### config.mk
export PLATFORM = sky130hd
export DESIGN_NAME = ahb_gpio_seq_arbiter
export DESIGN_NICKNAME = d
export VERILOG_FILES = /design/src/rtl/ahb_gpio_seq_arbiter.sv
export SDC_FILE = /design/constraint.sdc
export NUM_CORES = 1
export LEC_CHECK = 0
export ABC_CLOCK_PERIOD_IN_PS = 2600
export BUFFER_PORTS_ARGS = -buffer_cell sky130_fd_sc_hd__buf_2
export CORE_MARGIN = 2
export CORE_UTILIZATION = 46
export CTS_CLUSTER_DIAMETER = 30
export CTS_CLUSTER_SIZE = 30
export DETAILED_ROUTE_END_ITERATION = 6
export PLACE_DENSITY = 0.8
export SYNTH_ARGS = -nofsm -noshare
export SYNTH_HDL_FRONTEND = slang
export SYNTH_SLANG_ARGS = --single-unit
export TNS_END_PERCENT = 1
### constraint.sdc
create_clock -name HCLK -period 2.6 [get_ports HCLK]
set_clock_uncertainty 0.15 [all_clocks]
set_input_delay 0.26 -clock HCLK [delete_from_list [all_inputs] [get_ports HCLK]]
set_output_delay 0.26 -clock HCLK [all_outputs]
set_load 0.01 [all_outputs]
### src/rtl/ahb_gpio_seq_arbiter.sv
// AHB-Lite single-master front end for the AHBGPIO slave.
// Two clients arbitrate round-robin for one register access at a time. The
// winner is driven as a NONSEQ address phase followed by a data phase, with
// HREADYOUT wait states honoured. The bus outputs are registered.
module ahb_gpio_seq_arbiter #(
    parameter int unsigned DATA_W    = 16,
    parameter logic [31:0] BASE_ADDR = 32'h5000_0000,
    parameter logic [7:0]  DATA_OFF  = 8'h00,
    parameter logic [7:0]  DIR_OFF   = 8'h04,
    parameter int unsigned CNT_W     = 8
) (
    input  logic              HCLK,
    input  logic              HRESETn,
    input  logic              req0,
    input  logic              req1,
    input  logic              we0,
    input  logic              we1,
    input  logic              sel0,
    input  logic              sel1,
    input  logic [DATA_W-1:0] wdata0,
    input  logic [DATA_W-1:0] wdata1,
    output logic              ack0,
    output logic              ack1,
    output logic [DATA_W-1:0] rdata0,
    output logic [DATA_W-1:0] rdata1,
    output logic              err0,
    output logic              err1,
    output logic              HSEL,
    output logic [31:0]       HADDR,
    output logic [1:0]        HTRANS,
    output logic              HWRITE,
    output logic              HREADY,
    output logic [31:0]       HWDATA,
    input  logic [31:0]       HRDATA,
    input  logic              HREADYOUT,
    input  logic              PARITYERR,
    output logic              busy,
    output logic [CNT_W-1:0]  err_count
);

    typedef enum logic [1:0] {ST_IDLE, ST_ADDR, ST_DATA, ST_RESP} state_t;

    state_t              state_q, state_d;
    logic                last_grant_q, last_grant_d;
    logic                grant_q, grant_d;
    logic                we_q, we_d;
    logic                sel_q, sel_d;
    logic [DATA_W-1:0]   wdata_q, wdata_d;
    logic                hsel_q, hsel_d;
    logic [1:0]          htrans_q, htrans_d;
    logic                hwrite_q, hwrite_d;
    logic [31:0]         haddr_q, haddr_d;
    logic [31:0]         hwdata_q, hwdata_d;
    logic                ack0_q, ack0_d, ack1_q, ack1_d;
    logic                err0_q, err0_d, err1_q, err1_d;
    logic [DATA_W-1:0]   rdata0_q, rdata0_d, rdata1_q, rdata1_d;
    logic [CNT_W-1:0]    err_count_q, err_count_d;

    // Winner of the current IDLE arbitration and its request fields
    logic                grant_n;
    logic                we_n;
    logic                sel_n;

    // Only the low DATA_W bits of HRDATA carry GPIO data
    logic                unused_hrdata;
    assign unused_hrdata = ^HRDATA;

    // Next-state, bus-output and client-response computation
    always_comb begin
        state_d      = state_q;
        last_grant_d = last_grant_q;
        grant_d      = grant_q;
        we_d         = we_q;
        sel_d        = sel_q;
        wdata_d      = wdata_q;
        hsel_d       = hsel_q;
        htrans_d     = htrans_q;
        hwrite_d     = hwrite_q;
        haddr_d      = haddr_q;
        hwdata_d     = hwdata_q;
        ack0_d       = 1'b0;
        ack1_d       = 1'b0;
        err0_d       = 1'b0;
        err1_d       = 1'b0;
        rdata0_d     = rdata0_q;
        rdata1_d     = rdata1_q;
        err_count_d  = err_count_q;
        grant_n      = (req0 && req1) ? ~last_grant_q : req1;
        we_n         = grant_n ? we1  : we0;
        sel_n        = grant_n ? sel1 : sel0;

        unique case (state_q)
            ST_IDLE: begin
                if (req0 || req1) begin
                    grant_d      = grant_n;
                    last_grant_d = grant_n;
                    we_d         = we_n;
                    sel_d        = sel_n;
                    wdata_d      = grant_n ? wdata1 : wdata0;
                    hsel_d       = 1'b1;
                    htrans_d     = 2'b10;
                    hwrite_d     = we_n;
                    haddr_d      = BASE_ADDR + 32'(sel_n ? DIR_OFF : DATA_OFF);
                    state_d      = ST_ADDR;
                end
            end
            ST_ADDR: begin
                if (HREADYOUT) begin
                    hsel_d   = 1'b0;
                    htrans_d = 2'b00;
                    hwdata_d = we_q ? 32'(wdata_q) : '0;
                    state_d  = ST_DATA;
                end
            end
            ST_DATA: begin
                if (HREADYOUT) begin
                    hwdata_d = '0;
                    state_d  = ST_RESP;
                    if (grant_q) begin
                        ack1_d = 1'b1;
                        err1_d = PARITYERR;
                        if (!we_q) rdata1_d = HRDATA[DATA_W-1:0];
                    end else begin
                        ack0_d = 1'b1;
                        err0_d = PARITYERR;
                        if (!we_q) rdata0_d = HRDATA[DATA_W-1:0];
                    end
                    if (PARITYERR && (err_count_q != '1))
                        err_count_d = err_count_q + CNT_W'(1);
                end
            end
            ST_RESP: begin
                state_d = ST_IDLE;
            end
            default: state_d = ST_IDLE;
        endcase
    end

    // State and output registers; reset abandons any transfer in flight
    always_ff @(posedge HCLK or negedge HRESETn) begin
        if (!HRESETn) begin
            state_q      <= ST_IDLE;
            last_grant_q <= 1'b1;
            grant_q      <= 1'b0;
            we_q         <= 1'b0;
            sel_q        <= 1'b0;
            wdata_q      <= '0;
            hsel_q       <= 1'b0;
            htrans_q     <= 2'b00;
            hwrite_q     <= 1'b0;
            haddr_q      <= '0;
            hwdata_q     <= '0;
            ack0_q       <= 1'b0;
            ack1_q       <= 1'b0;
            err0_q       <= 1'b0;
            err1_q       <= 1'b0;
            rdata0_q     <= '0;
            rdata1_q     <= '0;
            err_count_q  <= '0;
        end else begin
            state_q      <= state_d;
            last_grant_q <= last_grant_d;
            grant_q      <= grant_d;
            we_q         <= we_d;
            sel_q        <= sel_d;
            wdata_q      <= wdata_d;
            hsel_q       <= hsel_d;
            htrans_q     <= htrans_d;
            hwrite_q     <= hwrite_d;
            haddr_q      <= haddr_d;
            hwdata_q     <= hwdata_d;
            ack0_q       <= ack0_d;
            ack1_q       <= ack1_d;
            err0_q       <= err0_d;
            err1_q       <= err1_d;
            rdata0_q     <= rdata0_d;
            rdata1_q     <= rdata1_d;
            err_count_q  <= err_count_d;
        end
    end

    assign HSEL      = hsel_q;
    assign HTRANS    = htrans_q;
    assign HWRITE    = hwrite_q;
    assign HADDR     = haddr_q;
    assign HWDATA    = hwdata_q;
    assign HREADY    = HREADYOUT;
    assign ack0      = ack0_q;
    assign ack1      = ack1_q;
    assign err0      = err0_q;
    assign err1      = err1_q;
    assign rdata0    = rdata0_q;
    assign rdata1    = rdata1_q;
    assign err_count = err_count_q;
    assign busy      = (state_q != ST_IDLE);

endmodule

==> flow_summary_export.csv, run 1 <==
group,metric,value,unit
outcome,status,"complete, no violations",
route,firstDrtPassIters,4,
global_route,grt_overflow_total,0,
finish,finalNetCount,559,
flow_run,drv_cap,0,
worst_setup_path,cpPeakStageDelay,0.41,ns
clocking,cts_setup_buffers,0,
power,p_seq_frac,0.446,
finish,utilization,0.582,
floorplan,die_y,95.9,um
sta,holdWs,0.0309,ns
global_route,grtUsageTotal,0.173,
placement,dp_hpwl,5600,um
sta,grt_setup_unrepaired,"false",
min_path,hold_class,"in2reg",
route,initialDrtViolationCount,52,
power,power_leakage,2.49,nW
worst_setup_path,crit_arrival,2.17,ns
worst_setup_path,slowest_stage,"mux2_4",
sta,relSlewSlack,0.645,
route,via_count,2770,
logic_synthesis,syn-instance-count,341,
floorplan,core,8220,um2
placement,io_buffer_count,125,
power,max-vdd-ir-drop,522,uV
route,routed_wl,7910,um
finish,area_growth,23.1,%
clocking,numCtsBuffers,9,
floorplan,num_rows,33,
power,p_clk_frac,0.173,
placement,place_congestion,0.742,
placement,dpl_cell_area,4430,um2
route,wl_per_cell,13.4,um
logic_synthesis,syn-mean-instance-area,11.4,um2
finish,final_cell_area,4790,um2
route,ant_nets,0,
worst_setup_path,start_kind,"register",
clocking,cts_root_buf,"clkbuf_8",
global_route,grt_pass1_vias,2567,
global_route,grt_max_degree,46,
power,internal-power,3.11,mW
logic_synthesis,ys_ff_latch,84,
power,p_sw_frac,0.367,
floorplan,dieArea,9210,um2
sta,worstMarginPinSlew,0.533,ns
worst_setup_path,cp_max_fo,16,
sta,min_period_over_period,0.801,
clocking,ctsResizeCount,0,
sta,fin_setup_tns,0,ns
global_route,grt_pass1_wl,12100,um
worst_setup_path,crit_required,2.69,ns
clocking,clk_pin_slew,0.09,ns
floorplan,start_util,0.473,
clocking,cts_hold_repair.buffers,17,
route,viasPerCell,4.69,
logic_synthesis,syn_area,3890,um2
clocking,cts_max_path_buffers,2,
worst_setup_path,end_kind,"register",
global_route,grt_antenna_before_repair,0,
logic_synthesis,yosys_warnings,0,
floorplan,dieWidth,95.9,um
finish,antenna_cells,0,
sta,slew_viol_final,0,
clocking,cts_num_sinks,84,
logic_synthesis,synth_cell_types,34,
clocking,worstSkewPairLatency,0.35,ns
floorplan,ios,188,
sta,setup_viol,0,
worst_setup_path,crit_type,"reg2reg",
clocking,cts_tree,"built",
sta,fmax,480,MHz
power,combPwrFrac,0.381,
power,switchingPower,1.81,mW
power,p_per_area,1030,nW/um2
worst_setup_path,path_cells,"inv_1 > ha_1 > nand2_2 > nor2_2 > nand2_2 > mux2_4",
worst_setup_path,cpMostUsedCell,"nand2_2",
route,drcViolationCount,0,
finish,drive_gt1_frac,0.372,
sta,hold_viol,0,
logic_synthesis,ys_seq_area_frac,0.541,
clocking,cts.htree.levels,3,
sta,post-route-min-period,2.08,ns
worst max-delay path, delay by kind of cell (launching register included):
family / cells / cell delay (ns)
AND/OR/NAND/NOR: 3 / 0.59
multiplexers: 1 / 0.41
flip-flops: 1 / 0.40
adder cells (fa/ha/maj): 1 / 0.32
buffers and inverters: 1 / 0.08
sequential cells by signal, indices dropped and copies added, names as in the netlist, 2 cells and up:
name       flops
rdata1        16
wdata_q       16
rdata0        16
HADDR          2
state_q        2
err_count      8
HWDATA        16
final timing paths:
| path | start | to | slack, ns | depth (start not counted) |
|---|---|---|---|---|
| max in group asynchronous | HRESETn | ack1$_DFF_PN0_ | 1.42 | 3 |
| min in group asynchronous | HRESETn | HWDATA[10]$_DFFE_PN0P_ | 0.27 | 2 |
| hold reg to reg | wdata_q[15]$_DFFE_PN0P_ | wdata_q[15]$_DFFE_PN0P_ | 0.33 | 2 |
| setup reg to reg | state_q[0]$_DFFE_PN0P_ | rdata1[11]$_DFFE_PN0P_ | 0.52 | 6 |
| setup / recovery | state_q[0]$_DFFE_PN0P_ | rdata1[11]$_DFFE_PN0P_ | 0.52 | 6 |
| hold / removal | HRDATA[2] | rdata1[2]$_DFFE_PN0P_ | 0.03 | 2 |
logic make-up after synthesis:
kind of cell,share of synthesized area
adder cells (fa/ha/maj),0.0129
other,0.000964
AO/OA/AOI/OAI,0.0682
multiplexers,0.160
XOR/XNOR,0.00901
buffers and inverters,0.121
flip-flops,0.541
AND/OR/NAND/NOR,0.0872
layer usage:
metal,vias up,global-route usage,share of wire
li1,1333,-,-
met4,0,0.0690,0.010
met2,106,0.301,0.52
met5,-,0,0
met3,9,0.0423,0.069
met1,1322,0.206,0.40
cell usage after synthesis, drive strengths merged:
master | n | area [um2]
a21boi | 1 | 7.51
a21oi | 4 | 20.0
a22o | 2 | 17.5
a31oi | 1 | 6.26
and2 | 1 | 6.26
and3 | 4 | 25.0
buf | 58 | 434
clkbuf | 6 | 23.8
conb | 1 | 3.75
dfrtp | 83 | 2080
dfstp | 1 | 26.3
ha | 4 | 50.1
inv | 3 | 11.3
mux2 | 36 | 443
mux2i | 18 | 180
nand2 | 57 | 219
nand2b | 2 | 12.5
nand3 | 3 | 15.0
nand4 | 1 | 6.26
nor2 | 8 | 32.5
nor2b | 1 | 6.26
nor3 | 1 | 16.3
o2111ai | 1 | 8.76
o21ai | 39 | 195
o32a | 1 | 10.0
xnor2 | 4 | 35.0
power by group through the flow:
stage | clock [mW] | combinational, mW | sequential (mW)
3_3_place_gp | 0 | 1.80 | 2.18
4_1_cts | 0.890 | 1.90 | 2.20
5_1_grt | 0.951 | 2.09 | 2.27
3_5_place_dp | 0 | 1.88 | 2.22
6_report | 0.851 | 1.87 | 2.20
2_1_floorplan | 0 | 1.06 | 2.36
area by class of cell:
class                           instances  area (um2)
Fill cell                             650        3430
Timing Repair Buffer                  148         856
Clock inverter                          6        50.0
Clock buffer                           10         138
Sequential cell                        84        2100
Multi-Input combinational cell        235        1500
Inverter                                3        11.3
Tap cell                              105         131
cells in the final DEF, fill, tap and decap left out, drive strengths merged, types with 4 or more instances in the layout:
cell type | synthesis | layout
a21oi | 4 | 4
and3 | 4 | 4
buf | 58 | 131
clkbuf | 6 | 10
clkinv | 0 | 4
conb | 1 | 46
dfrtp | 83 | 83
dlygate4sd3 | 0 | 17
ha | 4 | 4
mux2 | 36 | 36
mux2i | 18 | 18
nand2 | 57 | 57
nor2 | 8 | 8
o21ai | 39 | 39
xnor2 | 4 | 4
per-stage QoR:
stage          total power, mW  setup WS (ns)  instances
2_1_floorplan             3.41          0.743        386
3_3_place_gp              3.98          0.576        558
3_5_place_dp              4.10          0.510        558
4_1_cts                   4.99          0.507        591
5_1_grt                   5.31          0.389        591
6_report                  4.92          0.517        591
(Power assumes the default switching activity.)
==> inputs of run 2 (changes only) <==
ABC_AREA = 1   (was unset)
ABC_CLOCK_PERIOD_IN_PS = 1800   (was 2600)
CORE_UTILIZATION = 42   (was 46)
PLACE_DENSITY = 0.76   (was 0.8)
clock period = 1.8 ns   (was 2.6 ns; I/O delays follow)
==> run 2 against run 1 <==
Net effect: setup slack worse by 0.41 ns; cell count up 29%; first-iteration DRC count grew to 3.1 times the previous value; critical path depth up 2; register-to-register slack lost 0.41 ns; maximum frequency up 23%; count of clock-buffer cells in the layout rose by 1.
==> flow_summary_export.csv, run 2 <==
group,metric,value,unit
logic_synthesis,synth_area_leader_cell,"dfrtp_1",
global_route,grt_pass1_vias,3404,
power,power_leakage,2.81,nW
logic_synthesis,syn-mean-instance-area,8.90,um2
worst_setup_path,reg2regPathDepth,8,
worst_setup_path,endpoint,"rdata0[15]$_DFFE_PN0P_",
global_route,gr-max-usage-layer,"met2",
worst_setup_path,path_cells,"inv_1 > ha_2 > inv_4 > nor3_4 > nand2_2 > buf_12 > nand2_1 > o21ai_2",
sta,post-route-min-period,1.69,ns
route,viasPerCell,4.59,
placement,dp_cells,697,
route,ant_nets,0,
placement,dpl_cell_area,4640,um2
route,via_count,3495,
floorplan,die_y,102,um
placement,place_congestion,0.883,
worst_setup_path,start_kind,"register",
power,max-vdd-ir-drop,551,uV
clocking,cts_tree,"built",
logic_synthesis,synth_cell_types,29,
logic_synthesis,syn_area,4050,um2
global_route,grtUsageTotal,0.192,
worst_setup_path,worst-path-stages,8,
clocking,cts_max_path_buffers,2,
logic_synthesis,synth_edf_count,0,
finish,antenna_cells,0,
logic_synthesis,ys_seq_area_frac,0.519,
floorplan,dieWidth,102,um
power,p_per_area,1410,nW/um2
worst_setup_path,cpLargestDelayFamily,"flip-flops",
clocking,worstSkewPairLatency,0.35,ns
logic_synthesis,ys_ff_latch,84,
route,routed_wl,9930,um
worst_setup_path,cp_max_fo,32,
worst_setup_path,cp_num_buf_inv,3,
worst_setup_path,crit_start,"state_q[0]$_DFFE_PN0P_",
worst_setup_path,crit_arrival,1.77,ns
flow_run,drv_cap,0,
global_route,grt_overflow_total,0,
worst_setup_path,rrSetupSlack,0.11,ns
route,firstDrtPassIters,5,
global_route,grt_pass1_wl,15500,um
global_route,grt_max_degree,46,
power,combPwrFrac,0.389,
sta,fmax,592,MHz
clocking,numCtsBuffers,9,
min_path,hold_class,"in2reg",
worst_setup_path,crit_type,"reg2reg",
route,initialDrtViolationCount,160,
finish,drive_gt1_frac,0.286,
sta,min_period_over_period,0.938,
worst_setup_path,slowest_stage,"dfrtp_1",
logic_synthesis,synth_common_cells,"nand2_1 (93), dfrtp_1 (83), buf_4 (52), o21ai_0 (51), inv_1 (46)",
floorplan,ios,188,
global_route,gr-usage-met2,0.329,
logic_synthesis,synth_most_common_cell,"nand2_1",
power,p_clk_frac,0.198,
floorplan,dieArea,10400,um2
logic_synthesis,async_reset_ff_frac,1.00,
placement,dp_hpwl,6690,um
route,drcViolationCount,0,
sta,setup_viol,0,
floorplan,num_rows,35,
logic_synthesis,synthTopCellsByArea,"dfrtp_1 (51%), buf_4 (9.6%), nand2_1 (8.6%), o21ai_0 (6.3%), inv_1 (4.3%)",
outcome,status,"complete, no violations",
finish,area_growth,32.3,%
floorplan,start_util,0.436,
clocking,cts_num_sinks,84,
worst_setup_path,r2r_start,"state_q[0]$_DFFE_PN0P_",
power,internal-power,4.69,mW
sta,hold_viol,0,
placement,io_buffer_count,125,
worst_setup_path,cpPeakStageDelay,0.41,ns
clocking,cts_root_buf,"clkbuf_8",
power,p_seq_frac,0.413,
worst_setup_path,r2r-end,"rdata0[15]$_DFFE_PN0P_",
floorplan,core,9280,um2
finish,fin_cells,761,
worst_setup_path,crit_required,1.89,ns
finish,final_common_cell,"buf_2",
finish,final_cell_area,5360,um2
route,wl_per_cell,13.0,um
global_route,gr-usage-met1,0.230,
global_route,grtUsageMet3,0.0506,
global_route,grt_antenna_before_repair,1,
finish,finalNetCount,705,
clocking,clk_pin_slew,0.08,ns
power,switchingPower,2.89,mW
clocking,cts.htree.levels,3,
sta,grt_setup_unrepaired,"true",
logic_synthesis,yosys_warnings,0,
sta,slew_viol_final,0,
min_path,min_path_cells,3,
sta,holdWs,0.0260,ns
clocking,cts_setup_buffers,0,
finish,final_cell_mix,"buf_2 (124), nand2_1 (93), dfrtp_1 (83)",
finish,num-fill-cells,821,
logic_synthesis,synth_ff_type,"dfrtp_1",
logic_synthesis,syn-instance-count,455,
power,p_sw_frac,0.382,
worst_setup_path,end_kind,"register",
logic_synthesis,synth_top_area_frac,0.513,
run 2: changes by cell type in the layout (fill, tap and decap cells not counted), sizes merged, moves of 17 or more:
cell         delta
nor2           +22
dlygate4sd3    +31
nand2          +39
inv            +46
mux2i          -18
mux2           -36
nand3          +17
o21ai          +49
run 2: metal layers:
| layer | wire, um | vias up |
|---|---|---|
| li1 | - | 1690 |
| met1 | 4210 | 1597 |
| met2 | 4720 | 174 |
| met3 | 731 | 32 |
| met4 | 252 | 2 |
| met5 | 11 | - |
run 2: how the worst min path moves through the flow:
| stage | slack, ns | start | endpoint |
|---|---|---|---|
| after floorplan | -0.27 | HRESETn | HADDR[28]$_DFFE_PN0P_ |
| after global placement | -0.09 | HRESETn | HWDATA[11]$_DFFE_PN0P_ |
| after detailed placement | -0.09 | HRESETn | HWDATA[11]$_DFFE_PN0P_ |
| after CTS | 0.004 | wdata1[11] | wdata_q[11]$_DFFE_PN0P_ |
| after global routing | 0.05 | HREADYOUT | err1$_DFF_PN0_ |
| final | 0.03 | wdata0[13] | wdata_q[13]$_DFFE_PN0P_ |
run 2: through the flow:
stage | TNS (ns) | power, mW | setup slack [ns] | util
floorplan | 0 | 4.94 | 0.224 | -
global placement | 0 | 5.86 | 0.0164 | 0.499
detailed placement | -0.133 | 6.01 | -0.0325 | 0.499
CTS | 0 | 7.62 | 0.0141 | 0.576
global route | -0.0734 | 8.16 | -0.0227 | 0.577
finish | 0 | 7.58 | 0.112 | 0.577
run 2: cell families after synthesis:
family | synth area share
adder cells (fa/ha/maj) | 0.0124
XOR/XNOR | 0.00649
buffers and inverters | 0.168
AND/OR/NAND/NOR | 0.161
other | 0.000926
AO/OA/AOI/OAI | 0.132
flip-flops | 0.519
run 2: final cells by class:
| class | count | area, um2 | area share |
|---|---|---|---|
| inverter | 48 | 183 | 0.0341 |
| timing repair buffer | 183 | 1240 | 0.231 |
| tap | 129 | 161 | 0.0301 |
| sequential | 84 | 2100 | 0.392 |
| clock inverter | 5 | 83.8 | 0.0156 |
| clock buffer | 11 | 141 | 0.0264 |
| multi-input combinational | 301 | 1450 | 0.271 |
run 2: power by group through the flow:
stage,combinational (mW),clock (mW),sequential (mW)
4_1_cts,2.95,1.55,3.12
3_3_place_gp,2.75,0,3.11
3_5_place_dp,2.86,0,3.15
5_1_grt,3.33,1.62,3.21
2_1_floorplan,1.60,0,3.34
6_report,2.95,1.50,3.13
run 2: tightest hold or removal path: cells and delay by family:
kind | cells | cell delay, ns
AOI/OAI and AO/OA | 2 | 0.23
buffers and inverters | 1 | 0.07
run 2: timing repair:
| action | in CTS | in global routing |
|---|---|---|
| setup endpoints to repair | 13 | 62 |
| pin swaps | 0 | 0 |
| resized for setup | 3 | 4 |
| endpoints found under the hold margin | 135 | 1 |
| hold buffers | 47 | 1 |
==> inputs of run 3 (changes only) <==
--- a/config.mk
+++ b/config.mk
@@ -15,4 +15,5 @@
 export DETAILED_ROUTE_END_ITERATION = 6
 export PLACE_DENSITY = 0.76
+export SKIP_LAST_GASP = 1
 export SYNTH_ARGS = -nofsm -noshare
 export SYNTH_HDL_FRONTEND = slang
==> constraint.sdc (replaced) <==
create_clock -name HCLK -period 1.8 [get_ports HCLK]
set_clock_uncertainty 0.15 [all_clocks]
set_input_delay 0.09 -clock HCLK [delete_from_list [all_inputs] [get_ports HCLK]]
set_output_delay 0.09 -clock HCLK [all_outputs]
set_load 0.01 [all_outputs]
==> run 3 against run 2 <==
Net effect: design area grew 2.0%; setup slack worse by 0.050 ns; cell count rose by 2.1%; sequential cell count stayed put.
==> flow_summary_export.csv, run 3 (same netlist as run 2, synthesis figures left out) <==
group,metric,value,unit
outcome,status,"complete, no violations",
worst_setup_path,cp_max_fo,19,
worst_setup_path,crit_arrival,1.85,ns
placement,dp_hpwl,6680,um
sta,setup_viol,0,
global_route,gr-max-usage-layer,"met2",
finish,area_growth,34.9,%
route,initialDrtViolationCount,198,
worst_setup_path,crit_type,"reg2reg",
worst_setup_path,r2r_start,"state_q[1]$_DFFE_PN0P_",
sta,slew_viol_final,0,
floorplan,start_util,0.436,
placement,dp_cells,698,
global_route,grtUsageTotal,0.202,
sta,min_period_over_period,0.965,
flow_run,drv_cap,0,
route,firstDrtPassIters,5,
floorplan,ios,188,
placement,io_buffer_count,125,
route,wl_per_cell,13.7,um
route,viasPerCell,4.67,
route,drcViolationCount,0,
route,via_count,3627,
power,p_per_area,1370,nW/um2
finish,fin_cells,777,
route,ant_nets,0,
clocking,numCtsBuffers,9,
finish,drive_gt1_frac,0.292,
power,max-vdd-ir-drop,541,uV
global_route,grtUsageMet3,0.0451,
finish,finalNetCount,720,
floorplan,core,9280,um2
clocking,cts_num_sinks,84,
worst_setup_path,start_kind,"register",
finish,final_cell_mix,"buf_2 (124), nand2_1 (93), dfrtp_1 (83)",
global_route,gr-usage-met1,0.247,
global_route,grt_max_degree,33,
clocking,worstSkewPairLatency,0.36,ns
floorplan,dieArea,10400,um2
global_route,grt_overflow_total,0,
clocking,cts_max_path_buffers,2,
global_route,grt_pass1_vias,3401,
sta,grt_setup_unrepaired,"true",
placement,place_congestion,0.841,
finish,num-fill-cells,821,
sta,hold_viol,0,
worst_setup_path,crit_start,"state_q[1]$_DFFE_PN0P_",
floorplan,die_y,102,um
worst_setup_path,crit_required,1.92,ns
global_route,gr-usage-met2,0.341,
global_route,grt_pass1_wl,16300,um
floorplan,dieWidth,102,um
clocking,clk_pin_slew,0.10,ns
clocking,cts_root_buf,"clkbuf_8",
sta,post-route-min-period,1.74,ns
sta,fmax,575,MHz
route,routed_wl,10700,um
finish,utilization,0.589,
worst_setup_path,end_kind,"register",
min_path,hold_class,"in2async",
clocking,cts_tree,"built",
global_route,grt_antenna_before_repair,1,
finish,final_common_cell,"buf_2",
power,power_leakage,2.84,nW
floorplan,num_rows,35,
sta,fin_setup_tns,0,ns
clocking,cts.htree.levels,3,
## run 3: routing by layer
layer / vias up / routed length (um) / share of wire
met1: 1665 / 4300 / 0.40
met5: - / 0 / 0
met3: 35 / 905 / 0.085
met4: 0 / 353 / 0.033
li1: 1725 / - / -
met2: 202 / 5100 / 0.48
## run 3: timing repair
item,4_1_cts,5_1_grt
buffers inserted,0,3
setup endpoints to repair,6,61
gates resized for setup,1,9
cloned,0,3
hold buffers,56,0
hold endpoints to repair,138,0
## run 3: final cells by class
cell class,count,area (um2),area share
sequential,84,2100,0.385
timing repair buffer,195,1350,0.247
inverter,48,186,0.0341
clock inverter,6,47.5,0.00870
multi-input combinational,301,1460,0.267
clock buffer,10,138,0.0252
tap,129,161,0.0295
antenna,1,2.50,0.000458
timing repair inverter,3,22.5,0.00412
## run 3: through the flow
stage | worst slack, ns | instance area [um2] | hold WS [ns] | total power, mW
6_report | 0.0624 | 5470 | 0.0399 | 7.48
5_1_grt | -0.0168 | 5470 | 0.0574 | 8.07
4_1_cts | 0.0326 | 5400 | 0.0442 | 7.36
3_5_place_dp | -0.0166 | 4640 | -0.123 | 5.99
3_3_place_gp | 0.0438 | 4640 | -0.124 | 5.86
2_1_floorplan | 0.224 | 4220 | -0.356 | 4.94
## run 3: critical path, cell delays in order (launching register included)
cell and delay [ns]:
dfrtp_1 0.39, inv_1 0.11, ha_1 0.17, inv_1 0.08, a21oi_4 0.15, buf_4 0.13, buf_6 0.15, o21ai_0 0.10
o21ai_0 0.23
## run 3: power breakdown
part	switching [mW]	total [mW]	internal, mW	leakage (nW)
registers	0.469	3.13	2.66	1.07
logic	1.83	3.09	1.27	1.69
clock network	0.713	1.26	0.548	0.0816
## run 3: path summary, 6_finish.rpt
kind | slack, ns | end | cells past startpoint
worst min register to register | 0.33 | rdata0[11]$_DFFE_PN0P_ | 2
worst min-delay path | 0.04 | wdata_q[1]$_DFFE_PN0P_ | 2
min in group HCLK | 0.10 | HSEL$_DFFE_PN0P_ | 5
worst max-delay path | 0.06 | wdata_q[14]$_DFFE_PN0P_ | 8
worst max register to register | 0.06 | wdata_q[14]$_DFFE_PN0P_ | 8
max in group asynchronous | 0.84 | last_grant_q$_DFFE_PN1P_ | 3
